**src/rtl/calc_op_responder.sv**
```systemverilog
// Operand/opcode write responder for the calculator: latches A, B and the opcode,
// runs add/sub in one cycle and mul/div iteratively, then holds the result for reads.
module calc_op_responder #(
  parameter logic [31:0] ADDR_A = 32'd16,
  parameter logic [31:0] ADDR_B = 32'd20
) (
  input  logic        clk,
  input  logic        rst,
  input  logic        guardeNumProcessor,
  input  logic        guardeOpProcessor,
  input  logic [31:0] address,
  input  logic [31:0] dataIn,
  input  logic [1:0]  opIn,
  input  logic        leaResult,
  output logic [31:0] dataOut,
  output logic        resultValid,
  output logic        busy,
  output logic        divZero
);

  typedef enum logic [1:0] {
    IDLE = 2'd0,
    EXEC = 2'd1,
    DONE = 2'd2
  } state_t;

  localparam logic [1:0] OP_ADD = 2'b00;
  localparam logic [1:0] OP_SUB = 2'b01;
  localparam logic [1:0] OP_MUL = 2'b10;
  localparam logic [1:0] OP_DIV = 2'b11;

  state_t      state_r, state_s;
  logic [31:0] a_r, a_s;
  logic [31:0] b_r, b_s;
  logic [1:0]  op_r, op_s;
  logic        op_loaded_r, op_loaded_s;
  logic [31:0] result_r, result_s;
  logic        result_valid_r, result_valid_s;
  logic        busy_r, busy_s;
  logic        div_zero_r, div_zero_s;
  logic [31:0] data_out_r, data_out_s;
  logic [4:0]  cnt_r, cnt_s;
  // w1: multiplicand (mul) or dividend/quotient shifter (div); w2: multiplier; acc: product or remainder
  logic [31:0] w1_r, w1_s;
  logic [31:0] w2_r, w2_s;
  logic [31:0] acc_r, acc_s;

  logic        a_write_s;
  logic        b_write_s;
  logic        last_iter_s;
  logic [31:0] mul_acc_s;
  logic [32:0] div_shift_s;
  logic        div_ge_s;
  logic [31:0] div_diff_s;
  logic [31:0] div_rem_s;
  logic [31:0] div_quo_s;

  assign a_write_s   = guardeNumProcessor && (address == ADDR_A);
  assign b_write_s   = guardeNumProcessor && (address == ADDR_B);
  assign last_iter_s = (cnt_r == 5'd31);

  // One shift-add step and one restoring-division step, evaluated from the working registers.
  assign mul_acc_s   = acc_r + (w2_r[0] ? w1_r : 32'd0);
  assign div_shift_s = {acc_r, w1_r[31]};
  assign div_ge_s    = (div_shift_s >= {1'b0, b_r});
  assign div_diff_s  = div_shift_s[31:0] - b_r;
  assign div_rem_s   = div_ge_s ? div_diff_s : div_shift_s[31:0];
  assign div_quo_s   = {w1_r[30:0], div_ge_s};

  // Next-state and next-output logic for the protocol FSM and the iterative datapath.
  always_comb begin
    state_s        = state_r;
    a_s            = a_r;
    b_s            = b_r;
    op_s           = op_r;
    op_loaded_s    = op_loaded_r;
    result_s       = result_r;
    result_valid_s = result_valid_r;
    busy_s         = busy_r;
    div_zero_s     = div_zero_r;
    cnt_s          = cnt_r;
    w1_s           = w1_r;
    w2_s           = w2_r;
    acc_s          = acc_r;
    data_out_s     = (leaResult && result_valid_r) ? result_r : 32'd0;

    case (state_r)
      IDLE, DONE: begin
        if (a_write_s) begin
          a_s            = dataIn;
          op_loaded_s    = 1'b0;
          result_valid_s = 1'b0;
          div_zero_s     = 1'b0;
          state_s        = IDLE;
        end else begin
          a_s = a_r;
        end
        // An opcode strobe in the same cycle as an operand write is applied after it.
        if (guardeOpProcessor) begin
          op_s        = opIn;
          op_loaded_s = 1'b1;
        end else begin
          op_s = op_r;
        end
        if (b_write_s) begin
          b_s = dataIn;
          if (guardeOpProcessor || op_loaded_r) begin
            state_s = EXEC;
            busy_s  = 1'b1;
            cnt_s   = 5'd0;
            w1_s    = a_r;
            w2_s    = dataIn;
            acc_s   = 32'd0;
          end else begin
            state_s = state_r;
          end
        end else begin
          b_s = b_r;
        end
      end

      EXEC: begin
        case (op_r)
          OP_ADD, OP_SUB: begin
            result_s       = (op_r == OP_ADD) ? (a_r + b_r) : (a_r - b_r);
            div_zero_s     = 1'b0;
            busy_s         = 1'b0;
            result_valid_s = 1'b1;
            state_s        = DONE;
          end
          OP_MUL: begin
            acc_s = mul_acc_s;
            w1_s  = {w1_r[30:0], 1'b0};
            w2_s  = {1'b0, w2_r[31:1]};
            cnt_s = cnt_r + 5'd1;
            if (last_iter_s) begin
              result_s       = mul_acc_s;
              div_zero_s     = 1'b0;
              busy_s         = 1'b0;
              result_valid_s = 1'b1;
              state_s        = DONE;
            end else begin
              state_s = EXEC;
            end
          end
          OP_DIV: begin
            if (b_r == 32'd0) begin
              result_s       = 32'hFFFF_FFFF;
              div_zero_s     = 1'b1;
              busy_s         = 1'b0;
              result_valid_s = 1'b1;
              state_s        = DONE;
            end else begin
              acc_s = div_rem_s;
              w1_s  = div_quo_s;
              cnt_s = cnt_r + 5'd1;
              if (last_iter_s) begin
                result_s       = div_quo_s;
                div_zero_s     = 1'b0;
                busy_s         = 1'b0;
                result_valid_s = 1'b1;
                state_s        = DONE;
              end else begin
                state_s = EXEC;
              end
            end
          end
          default: begin
            busy_s  = 1'b0;
            state_s = IDLE;
          end
        endcase
      end

      default: begin
        busy_s  = 1'b0;
        state_s = IDLE;
      end
    endcase
  end

  // State and datapath registers with synchronous reset.
  always_ff @(posedge clk) begin
    if (rst) begin
      state_r        <= IDLE;
      a_r            <= 32'd0;
      b_r            <= 32'd0;
      op_r           <= 2'b00;
      op_loaded_r    <= 1'b0;
      result_r       <= 32'd0;
      result_valid_r <= 1'b0;
      busy_r         <= 1'b0;
      div_zero_r     <= 1'b0;
      data_out_r     <= 32'd0;
      cnt_r          <= 5'd0;
      w1_r           <= 32'd0;
      w2_r           <= 32'd0;
      acc_r          <= 32'd0;
    end else begin
      state_r        <= state_s;
      a_r            <= a_s;
      b_r            <= b_s;
      op_r           <= op_s;
      op_loaded_r    <= op_loaded_s;
      result_r       <= result_s;
      result_valid_r <= result_valid_s;
      busy_r         <= busy_s;
      div_zero_r     <= div_zero_s;
      data_out_r     <= data_out_s;
      cnt_r          <= cnt_s;
      w1_r           <= w1_s;
      w2_r           <= w2_s;
      acc_r          <= acc_s;
    end
  end

  assign dataOut     = data_out_r;
  assign resultValid = result_valid_r;
  assign busy        = busy_r;
  assign divZero     = div_zero_r;

endmodule

```
**config.mk**
```make
export PLATFORM = sky130hd
export DESIGN_NAME = calc_op_responder
export DESIGN_NICKNAME = d
export VERILOG_FILES = /design/src/rtl/calc_op_responder.sv
export SDC_FILE = /design/constraint.sdc
export NUM_CORES = 1
export LEC_CHECK = 0
export ABC_AREA = 1
export BUFFER_PORTS_ARGS = -buffer_cell sky130_fd_sc_hd__buf_4
export CAP_MARGIN = 20
export CELL_PAD_IN_SITES_DETAIL_PLACEMENT = 1
export CELL_PAD_IN_SITES_GLOBAL_PLACEMENT = 2
export CORE_MARGIN = 1.5
export CORE_UTILIZATION = 30
export CTS_CLUSTER_DIAMETER = 200
export DETAILED_ROUTE_END_ITERATION = 12
export PLACE_DENSITY = 0.79
export SYNTH_ARGS = -nofsm -noshare
export SYNTH_HDL_FRONTEND = slang
export SYNTH_SLANG_ARGS = --single-unit
```
**constraint.sdc**
```tcl
create_clock -name clk -period 2.8 [get_ports clk]
set_clock_uncertainty 0.1 [all_clocks]
set_input_delay 0.42 -clock clk [delete_from_list [all_inputs] [get_ports clk]]
set_output_delay 0.42 -clock clk [all_outputs]
set_load 0.02 [all_outputs]
```
---- After elaboration in Yosys (flattened, before gate mapping) ----
Cells that the tools add are included.
Widths: inputs -> output; s select.
word-level totals
  output and inout port bits .............. 35
  flip-flop bits (word level) ............. 237
  logic and storage cells ................. 110
  bits of input ports ..................... 71
operators by class
  equal/unequal tests ..................... 18
  reduce and logical (&&, ||, !) cells .... 22
  bitwise operators ....................... 1
  $lt $le $gt $ge ......................... 1
  multiplexer cells ....................... 49
  add/subtract/negate cells ............... 5
operators with widths
  cell                 number
  $mux 32              15
  $pmux 32 s2          5
  $pmux 32 s3          1
  $add 32x32->32       2
  $eq 32x5->1 const B  2
  $sub 32x32->32       2
  $ge 33x32->1         1
  $logic_not 32->1     1
  $pmux 5 s2           2
  $mux 5               3
  $reduce_and 2->1     7
  $ne 3x3->1 const B   4
  $mux 1               10
  $mux 2               5
  $pmux 1 s3           3
  $ne 2x2->1 const B   4
  $eq 2x2->1 const B   3
  $pmux 1 s2           3
  $pmux 2 s3           1
  $reduce_or 2->1      3
  $add 5x1->5 const B  1
  $eq 5x5->1 const B   1
  $reduce_and 5->1     1
  $eq 2x1->1 const B   2
  10 further kinds     14

---- Logic depth before layout (Yosys ltp) ----
Gate-level depths: netlist of the first run.
  depth in word-level cells ............... 5
  mapped depth ............................ 22
  mapped depth without buffers ............ 22

---- Least setup slack after synthesis of the first run ----
Ideal clock, no wire load.
  path kind ............................... reg-to-reg
  start point ............................. register b_r[1]
  end point ............................... register result_r[31]
  library setup time ...................... 117 ps
  setup slack ............................. -272 ps
  cell stages (with the launch flop) ...... 23
  arrival ................................. 2855 ps
  buffers on the path ..................... 0
  required time ........................... 2583 ps
  cell sequence ........................... dfxtp_1 -> inv_1 -> ha_1 -> nand2_1 -> nor2_4 -> nand4_1 -> nor3_2 -> nand2_1 -> nand2_1 -> o21ai_0 -> xor2_1 -> ha_1 -> nand2_1 -> nor2_1 -> inv_1 -> nor4_1 -> nand2_1 -> nand2_1 -> nand3_1 -> nand2_1 -> nor2_1 -> nor2_1 -> nor2_1
between the ends
  longest elaborated chain between the ends .. 3
ends and longest elaborated chain
  element                                          line  source
  start: declaration                               34    logic [31:0] b_r, b_s;
  start signal: assignment                         202   b_r <= b_s;
  $sub 32x32->32, or another cell as far along     125   result_s = (op_r == OP_ADD) ? (a_r + b_r) : (a_r - b_r);
  $mux 32, or another cell as far along            125
  $pmux 32 s3 or $reduce_and 3->1 (tied branches)  --
  end signal: assignment                           205   result_r <= result_s;
  end: declaration                                 37    logic [31:0] result_r, result_s;
Several ways; a longest one is shown, not always the timed one.
A chain may end at the register's enable or synchronous reset.

---- Final worst setup path of the first run ----
  start point ............................. register b_r[0]
  end point ............................... register result_r[21]
Same word-level chain as after synthesis.

==> results.cfg, run 1 <==
[yosys]
seq_area_frac_synth = 0.262
synthDistinctLibCells = 47
yosys.area_share.xor_xnor = 0.0305
synth_top_cell_area_share = 0.262
synth_common_cells = 793 x nand2_1, 415 x inv_1, 388 x nor2_1
synth_edf_count = 0
synth_top_area_cell = dfxtp_1
synthSimpleGateAreaFrac = 0.346
synth_cells = 2991
synth_area_leaders = dfxtp_1 26%, nand2_1 16%, inv_1 8.6%
synth-compound-area-share = 0.160
synthAdderAreaFrac = 0.0746
synth.most_common_cell = nand2_1
synth-seq-cells = 237
synth_nets = 3168
synth_top_family_by_area = simple AND/OR/NAND/NOR gates
synthMuxAreaShare = 0.0105
syn_avg_cell_area_sq_um = 6.04
ys_async_sr_fraction = 0
ys.flop_type = dfxtp_1
yosys_warnings = 0
syn-cell-area_sq_um = 18100

[drt]
wl_per_cell_um = 22.7
drt_iter0_drc = 1270
firstDrtPassIters = 9
ant_nets = 0
vias = 22151
vias_per_cell = 5.13
wl_um = 98000
drc = 2

[critical_path]
cp_data_arrival_time_ps = 3720
start_kind = flip-flop
endpoint_kind = flip-flop
path_class = flip-flop to flip-flop
worstPathRequired_ps = 3190
cp_max_fo = 3

[global_routing]
grt_usage = 0.296
grt_pass1_wl_um = 140000
first_global_vias = 23096
grt_max_degree = 75
antenna_found_initial = 1
grt-ovfl-total = 0

[timing]
fmax_mhz = 300
setup_slack_ps = -528
rsz0062_at_grt = true
layout_min_cycle_time_ps = 3330
final-hold-violation-count = 0
slew_headroom = 0.454
slew_viol_final = 0
min_period_over_period = 1.19
tns_ps = -9280
whs_ps = 16.4
setup_viol = 38
worstMarginPinSlew_ps = 816

[die]
die_x_um = 248
core_sq_um = 59200
num_rows = 89
initial_utilization = 0.305
pin_count = 106
dieArea_sq_um = 61700
die_height_um = 248

[placed_design]
gp_congestion = 0.946
post-place-ws_ps = -946
place_hpwl_um = 74400
placement.io_buffers = 105

[layout]
seqCellArea_sq_um = 4780
layout-drive-gt1-share = 0.346
multi_input_area_sq_um = 14200
fillers = 7537
syn_to_final_growth_pct = 52.8
final_nets = 3701
antenna_cells = 0
post-route-util = 0.466

[clock_network]
clkSinkCount = 237
cts_buffer_depth = 3
insertion_delay_ps = 590
cts_tree = done
numCtsBuffers = 30
root_buffer = clkbuf_16
path_clk_slew_ps = 60
h-tree-depth = 1

[outcome]
status = finished with violations
violations = DRC, setup timing

[power]
power_density_nw_per_um2 = 286
ir_worst_vdd_v = 0.000419
p_leak_nw = 13.3

[job]
maxCapViolations = 0

[hold_path]
hp-class = input pin to flip-flop
-- routing by layer --
layer / part of all wire / global-route usage / vias up
met3: 0.034 / 0.0231 / 238
met2: 0.49 / 0.531 / 479
met5: 0.00011 / 0 / -
li1: - / - / 10622
met4: 0.060 / 0.142 / 2
met1: 0.41 / 0.357 / 10810
-- per-stage QoR --
| step | instance area [sq um] | total power (W) | std cells |
|---|---|---|---|
| finish | 27600 | 0.00789 | 4321 |
| global route | 27600 | 0.00808 | 4321 |
| CTS | 25600 | 0.00788 | 4278 |
| detailed placement | 22700 | 0.00382 | 4186 |
| global placement | 22700 | 0.00381 | 4186 |
| floorplan | 18100 | 0.00361 | 2991 |
-- power by group --
part	leakage [nW]	total, W	internal [W]	switching (W)
Combinational	10.8	0.000461	0.000180	0.000281
Clock	0.510	0.00405	0.00237	0.00169
Sequential	1.92	0.00337	0.00337	0.00000244
Total	13.3	0.00789	0.00592	0.00197
-- flip-flops by register name, summed over array words and instances, names as in the netlist --
register,cells
a_r,32
acc_r,32
b_r,32
busy,1
cnt_r,5
dataOut,32
divZero,1
op_loaded_r,1
op_r,2
resultValid,1
result_r,32
state_r,2
w1_r,32
w2_r,32
-- critical path, cell delays in order (launching register included) --
cell	delay, ps
dfxtp_2	330
inv_2	80
ha_4	150
nand2_4	60
nor2_4	100
nand4_1	190
nor3_2	310
buf_4	190
buf_6	100
nor2_4	30
xor2_2	190
ha_1	320
a21o_1	220
o21bai_4	180
a21oi_2	140
buf_4	130
nand3b_1	90
nand3_1	130
nand3_1	80
nand2_1	60
inv_1	40
-- cell families after synthesis --
| kind of cell | Yosys count |
|---|---|
| xor+xnor | 63 |
| mux | 19 |
| fa+ha+maj | 106 |
| buf+inv | 536 |
| flops | 237 |
| compound gates | 528 |
| simple gates | 1502 |
-- cells in the final DEF, fill, tap and decap left out, types with 11 or more instances in the layout --
| cell type | netlist | final |
|---|---|---|
| o21ai_0 | 193 | 154 |
| buf_6 | 5 | 45 |
| dfxtp_1 | 237 | 218 |
| nand3b_1 | 16 | 16 |
| nand2_2 | 5 | 79 |
| nor2_2 | 8 | 49 |
| mux2i_1 | 19 | 19 |
| a21oi_1 | 217 | 150 |
| nor3_2 | 4 | 12 |
| ha_4 | 0 | 49 |
| ha_1 | 103 | 47 |
| o21ai_4 | 0 | 11 |
| nand2_4 | 2 | 40 |
| clkbuf_16 | 0 | 33 |
| nand2_1 | 793 | 677 |
| xor2_2 | 0 | 12 |
| nor2_1 | 388 | 314 |
| nand3_2 | 3 | 47 |
| buf_12 | 0 | 20 |
| o21ai_1 | 24 | 29 |
| a211oi_1 | 53 | 53 |
| inv_1 | 415 | 379 |
| dfxtp_2 | 0 | 15 |
| nand4_1 | 26 | 26 |
| o21ai_2 | 1 | 24 |
| buf_4 | 4 | 535 |
| nand3_1 | 210 | 156 |
| xor2_1 | 60 | 41 |
| nor2_4 | 3 | 36 |
| inv_2 | 12 | 38 |
| a21oi_2 | 10 | 67 |
-- repair_timing --
item                                    CTS  global route
hold endpoints to repair                  3             0
hold buffers                              3             0
gates resized for setup                 372           376
cloned                                    0             2
endpoints found under the setup margin   63            64
pin swaps                               138           168
buffers inserted                         36            50
-- area by class of cell --
type	count	area share
Multi-Input combinational cell	2218	0.512
Timing Repair Buffer	608	0.183
Clock inverter	16	0.00562
Tap cell	773	0.0350
Clock buffer	40	0.0315
Inverter	429	0.0597
Sequential cell	237	0.173
-- path summary, 6_finish.rpt --
path                            depth (start not counted)      endpoint  slack, ps    startpoint
worst max-delay path                                   20  result_r[21]       -530        b_r[0]
worst min-delay path                                    3       b_r[20]         20    dataIn[20]
worst max register to register                         20  result_r[21]       -530        b_r[0]
worst min register to register                          2   dataOut[16]        330  result_r[16]
Power figures use the tool's default switching activity.
==> run 2: changes to the inputs <==
Settings changed: CORE_MARGIN 1.5 to 4.
==> results.cfg, run 2 (synthesis gave the netlist of run 1 again) <==
[power]
power_density_nw_per_um2 = 287
power_frac_clock = 0.512
p_comb_frac = 0.058
p_leak_nw = 12.9
power.internal_w = 0.00588
swShare = 0.251
share_seq_of_total_power = 0.430
ir_worst_vdd_v = 0.000424
switching_power_w = 0.00197

[critical_path]
cp_max_fo = 3
cpMostUsedCell = nor2_1
path_class = flip-flop to flip-flop
cp_slowest_cell = dfxtp_2
path_cells = inv_2, ha_4, nand2_4, nor2_4, nand4_1, nor3_2, buf_4, buf_6, a21oi_4, xor2_2, ha_4, a21o_1, a21oi_2, buf_4, nand2_1, a21oi_1, nand2_1, a21oi_1, nor2_1, nor2_1, nor2_1
crit_path_start = b_r[0]
timing.rr.start = b_r[0]
start_kind = flip-flop
cpPeakStageDelay_ps = 320
cp.buffers_inverters = 4
worstPathRequired_ps = 3200
cp_data_arrival_time_ps = 3690
cp_top_family = simple AND/OR/NAND/NOR gates
endpoint_kind = flip-flop

[die]
core_sq_um = 59400
die_x_um = 253
initial_utilization = 0.305
num_rows = 89
dieArea_sq_um = 64200
die_height_um = 253
pin_count = 106

[drt]
vias = 21996
wl_um = 94000
drc = 0
firstDrtPassIters = 5
drt_iter0_drc = 1341
vias_per_cell = 5.15
wl_per_cell_um = 22.0
ant_nets = 0

[outcome]
violations = setup timing
status = finished with violations

[global_routing]
grt-ovfl-total = 0
grt_pass1_wl_um = 134000
antenna_found_initial = 0
first_global_vias = 22467
grt_usage = 0.270
grt_max_degree = 106

[timing]
worstMarginPinSlew_ps = 813
setup_slack_ps = -488
rsz0062_at_grt = true
slew_headroom = 0.457
setup_viol = 33
final-hold-violation-count = 0
layout_min_cycle_time_ps = 3290
whs_ps = 40.0
min_period_over_period = 1.17
fmax_mhz = 304
slew_viol_final = 0
tns_ps = -9490

[layout]
layout_common_cells = 671 x nand2_1, 483 x buf_4, 384 x inv_1
post-route-util = 0.462
seqCellArea_sq_um = 4770
antenna_cells = 0
multi_input_area_sq_um = 14300
layout-drive-gt1-share = 0.342
final_nets = 3660
final_common_cell = nand2_1
syn_to_final_growth_pct = 51.6
fillers = 7473

[hold_path]
hp-class = input pin to flip-flop
hold_start = dataIn[18]

[job]
maxCapViolations = 0

[clock_network]
numCtsBuffers = 30
path_clk_slew_ps = 60
cts_tree = done
insertion_delay_ps = 620
root_buffer = clkbuf_16
h-tree-depth = 1
clkSinkCount = 237
cts_buffer_depth = 3

[placed_design]
post-place-ws_ps = -671
place_hpwl_um = 71500
gp_congestion = 0.957
placement.io_buffers = 105
-- run 2: cell count changes in the layout (fill, tap and decap cells not counted), moves of 7 or more --
cell / delta
buf_4: -52
dlygate4sd3_1: +14
nand3_1: -14
ha_1: -12
nand2_2: +12
nand3_2: +12
a21oi_1: -7
-- run 2: timing repair --
action	in CTS	in global routing
pin swaps	122	145
endpoints found under the hold margin	18	0
endpoints found under the setup margin	62	65
hold buffers	17	0
setup buffers	44	31
cloned	1	6
gates resized for setup	320	440
-- run 2: metrics by stage --
stage	instances	total power, W	cell area (sq um)
finish	4275	0.00785	27400
global route	4275	0.00805	27400
CTS	4239	0.00788	25000
detailed placement	4126	0.00382	22300
global placement	4126	0.00381	22300
floorplan	2991	0.00361	18100
-- run 2: layout make-up --
| class | count | share of cell area |
|---|---|---|
| multi-input combinational | 2219 | 0.521 |
| clock buffer | 40 | 0.0313 |
| timing repair buffer | 566 | 0.174 |
| sequential | 237 | 0.174 |
| clock inverter | 11 | 0.00543 |
| inverter | 429 | 0.0599 |
| tap | 773 | 0.0353 |
-- run 2: final timing paths --
path / endpoint / slack (ps) / cells past startpoint
max: result_r[31] / -490 / 21
min: b_r[18] / 40 / 3
max reg2reg: result_r[31] / -490 / 21
min reg2reg: dataOut[9] / 310 / 2
-- run 2: metal layers --
| layer | vias up | routed length (um) | part of all wire | global-route usage |
|---|---|---|---|---|
| met2 | 538 | 46400 | 0.49 | 0.484 |
| met3 | 207 | 3930 | 0.042 | 0.0296 |
| met4 | 0 | 5350 | 0.057 | 0.112 |
| li1 | 10552 | - | - | - |
| met1 | 10699 | 38300 | 0.41 | 0.329 |
| met5 | - | 0 | 0 | 0 |
-- run 2: power groups by stage --
stage	sequential, W	combinational, W	clock (W)
floorplan	0.00345	0.000162	0
global placement	0.00345	0.000357	0
detailed placement	0.00345	0.000365	0
CTS	0.00338	0.000416	0.00409
global route	0.00337	0.000480	0.00420
finish	0.00338	0.000453	0.00403
-- run 2: worst register-to-register path, cell delays in order (launching register included) --
cell	delay, ps
dfxtp_2	320
inv_2	70
ha_4	150
nand2_4	60
nor2_4	90
nand4_1	200
nor3_2	270
buf_4	180
buf_6	90
a21oi_4	60
xor2_2	210
ha_4	240
a21o_1	220
a21oi_2	140
buf_4	140
nand2_1	70
a21oi_1	170
nand2_1	100
a21oi_1	120
nor2_1	60
nor2_1	100
nor2_1	50
==> run 3: changes to the inputs <==
Settings changed: ABC_AREA 1 to default, CORE_UTILIZATION 30 to 33.
==> results.cfg, run 3 <==
[power]
ir_worst_vdd_v = 0.000403
swShare = 0.237
switching_power_w = 0.00174
power_frac_clock = 0.494
p_leak_nw = 10.6
power.internal_w = 0.00561
p_comb_frac = 0.046
share_seq_of_total_power = 0.459
power_density_nw_per_um2 = 304

[timing]
layout_min_cycle_time_ps = 4100
setup_slack_ps = -1300
min_period_over_period = 1.47
rsz0062_at_grt = true
fmax_mhz = 244
worstMarginPinSlew_ps = 1350
slew_headroom = 0.0956
whs_ps = 15.1
setup_viol = 105
slew_viol_final = 0
final-hold-violation-count = 0
tns_ps = -79920

[critical_path]
endpoint_kind = flip-flop
cp_slowest_cell = or4_4
r2r_cells = 18
cp_top_family = compound AO/OA/AOI/OAI gates
path_class = flip-flop to flip-flop
crit_cells = 18
cpMostUsedCell = a21o_1
cp.buffers_inverters = 2
cp_max_fo = 5
cpPeakStageDelay_ps = 540
worstPathRequired_ps = 3130
cp_data_arrival_time_ps = 4440
start_kind = flip-flop
path_cells = or4_4, nor4_4, and2_4, nand3_4, buf_4, buf_4, nand2_2, xnor2_1, ha_1, a21o_1, a21o_1, a21o_1, a21o_1, a21oi_2, o21ai_2, a31oi_1, xor2_1, o22ai_2

[yosys]
syn_avg_cell_area_sq_um = 7.76
synth_area_leaders = dfxtp_1 30%, ha_1 8.3%, nand2_1 7.2%
ys.flop_type = dfxtp_1
ys_async_sr_fraction = 0
synth_common_cells = 299 x nand2_1, 237 x dfxtp_1, 218 x nor2_1
synth.most_common_cell = nand2_1
synth-seq-cells = 237
synth_nets = 2182
syn-cell-area_sq_um = 15600
synth_edf_count = 0
synth_top_cell_area_share = 0.305
yosys_warnings = 0
synthDistinctLibCells = 91
synth_top_area_cell = dfxtp_1
seq_area_frac_synth = 0.305
synth_cells = 2005

[job]
maxCapViolations = 0

[die]
die_height_um = 225
num_rows = 79
die_x_um = 225
pin_count = 106
core_sq_um = 46600
dieArea_sq_um = 50700
initial_utilization = 0.334

[drt]
drc = 0
firstDrtPassIters = 5
drt_iter0_drc = 948
ant_nets = 0
wl_per_cell_um = 21.6
vias = 17640
vias_per_cell = 5.46
wl_um = 69800

[global_routing]
grt_usage = 0.255
grt-ovfl-total = 0
first_global_vias = 18331
grt_max_degree = 96
grt_pass1_wl_um = 104000
antenna_found_initial = 0

[clock_network]
cts_tree = done
cts_buffer_depth = 3
h-tree-depth = 1
insertion_delay_ps = 570
numCtsBuffers = 28
clkSinkCount = 237
path_clk_slew_ps = 60
root_buffer = clkbuf_16

[placed_design]
place_hpwl_um = 49900
gp_congestion = 0.947
placement.io_buffers = 105
post-place-ws_ps = -1310

[layout]
final_nets = 2785
layout_common_cells = 596 x buf_4, 289 x nand2_1, 227 x dfxtp_1
syn_to_final_growth_pct = 55.1
final_common_cell = buf_4
fillers = 5430
layout-drive-gt1-share = 0.379
antenna_cells = 0

[hold_path]
hp-class = input pin to flip-flop
hold_path_depth = 3

[outcome]
violations = setup timing
status = finished with violations
run 3: area by class of cell:
type                    count  area, sq um  share of cell area
clock buffers              41          821              0.0340
clock inverters             6         57.6             0.00239
well taps                 607          759              0.0315
multi-input cells        1592        11600               0.481
inverters                  58          229             0.00949
flip-flops and latches    237         4770               0.198
repair buffers            691         5880               0.244
run 3: path summary, 6_finish.rpt:
| kind | from | end | slack [ps] |
|---|---|---|---|
| max | b_r[1] | result_r[28] | -1300 |
| max reg2reg | b_r[1] | result_r[28] | -1300 |
| min reg2reg | result_r[4] | dataOut[4] | 360 |
| min | dataIn[29] | b_r[29] | 20 |
run 3: timing repair:
| action | CTS | global route |
|---|---|---|
| pin swaps | 129 | 86 |
| endpoints found under the setup margin | 105 | 106 |
| hold buffers | 13 | 0 |
| gates cloned | 11 | 5 |
| buffers inserted | 56 | 31 |
| hold endpoints to repair | 14 | 0 |
| gates resized for setup | 242 | 117 |
run 3: power by group through the flow:
stage / Sequential [W] / Clock, W / Combinational, W
finish: 0.00337 / 0.00363 / 0.000340
global route: 0.00337 / 0.00382 / 0.000362
CTS: 0.00337 / 0.00368 / 0.000324
detailed placement: 0.00345 / 0 / 0.000294
global placement: 0.00345 / 0 / 0.000290
floorplan: 0.00345 / 0 / 0.000120
run 3: logic make-up after synthesis:
kind of cell	after synthesis	share of synthesized area
AND/OR/NAND/NOR	741	0.220
AO/OA/AOI/OAI	603	0.260
flip-flops	237	0.305
XOR/XNOR	113	0.0641
buffers and inverters	177	0.0462
multiplexers	28	0.0182
adder cells (fa/ha/maj)	106	0.0867
run 3: metal layers:
layer | track usage | vias up | wire length, um
met1 | 0.358 | 8734 | 32400
li1 | - | 8370 | -
met4 | 0.0617 | 0 | 2050
met3 | 0.0255 | 99 | 3020
met2 | 0.424 | 437 | 32400
met5 | 0 | - | 0
run 3: metrics by stage:
step	utilization	power, W	instance area [sq um]	instances
floorplan	-	0.00357	15800	2005
global placement	0.446	0.00374	20700	3092
detailed placement	0.446	0.00374	20700	3092
CTS	0.502	0.00738	23400	3211
global route	0.518	0.00755	24100	3232
finish	0.518	0.00734	24100	3232
run 3: tightest hold or removal path: stages:
cell and delay (ps):
buf_4 100, a21oi_1 60, nor2_1 70
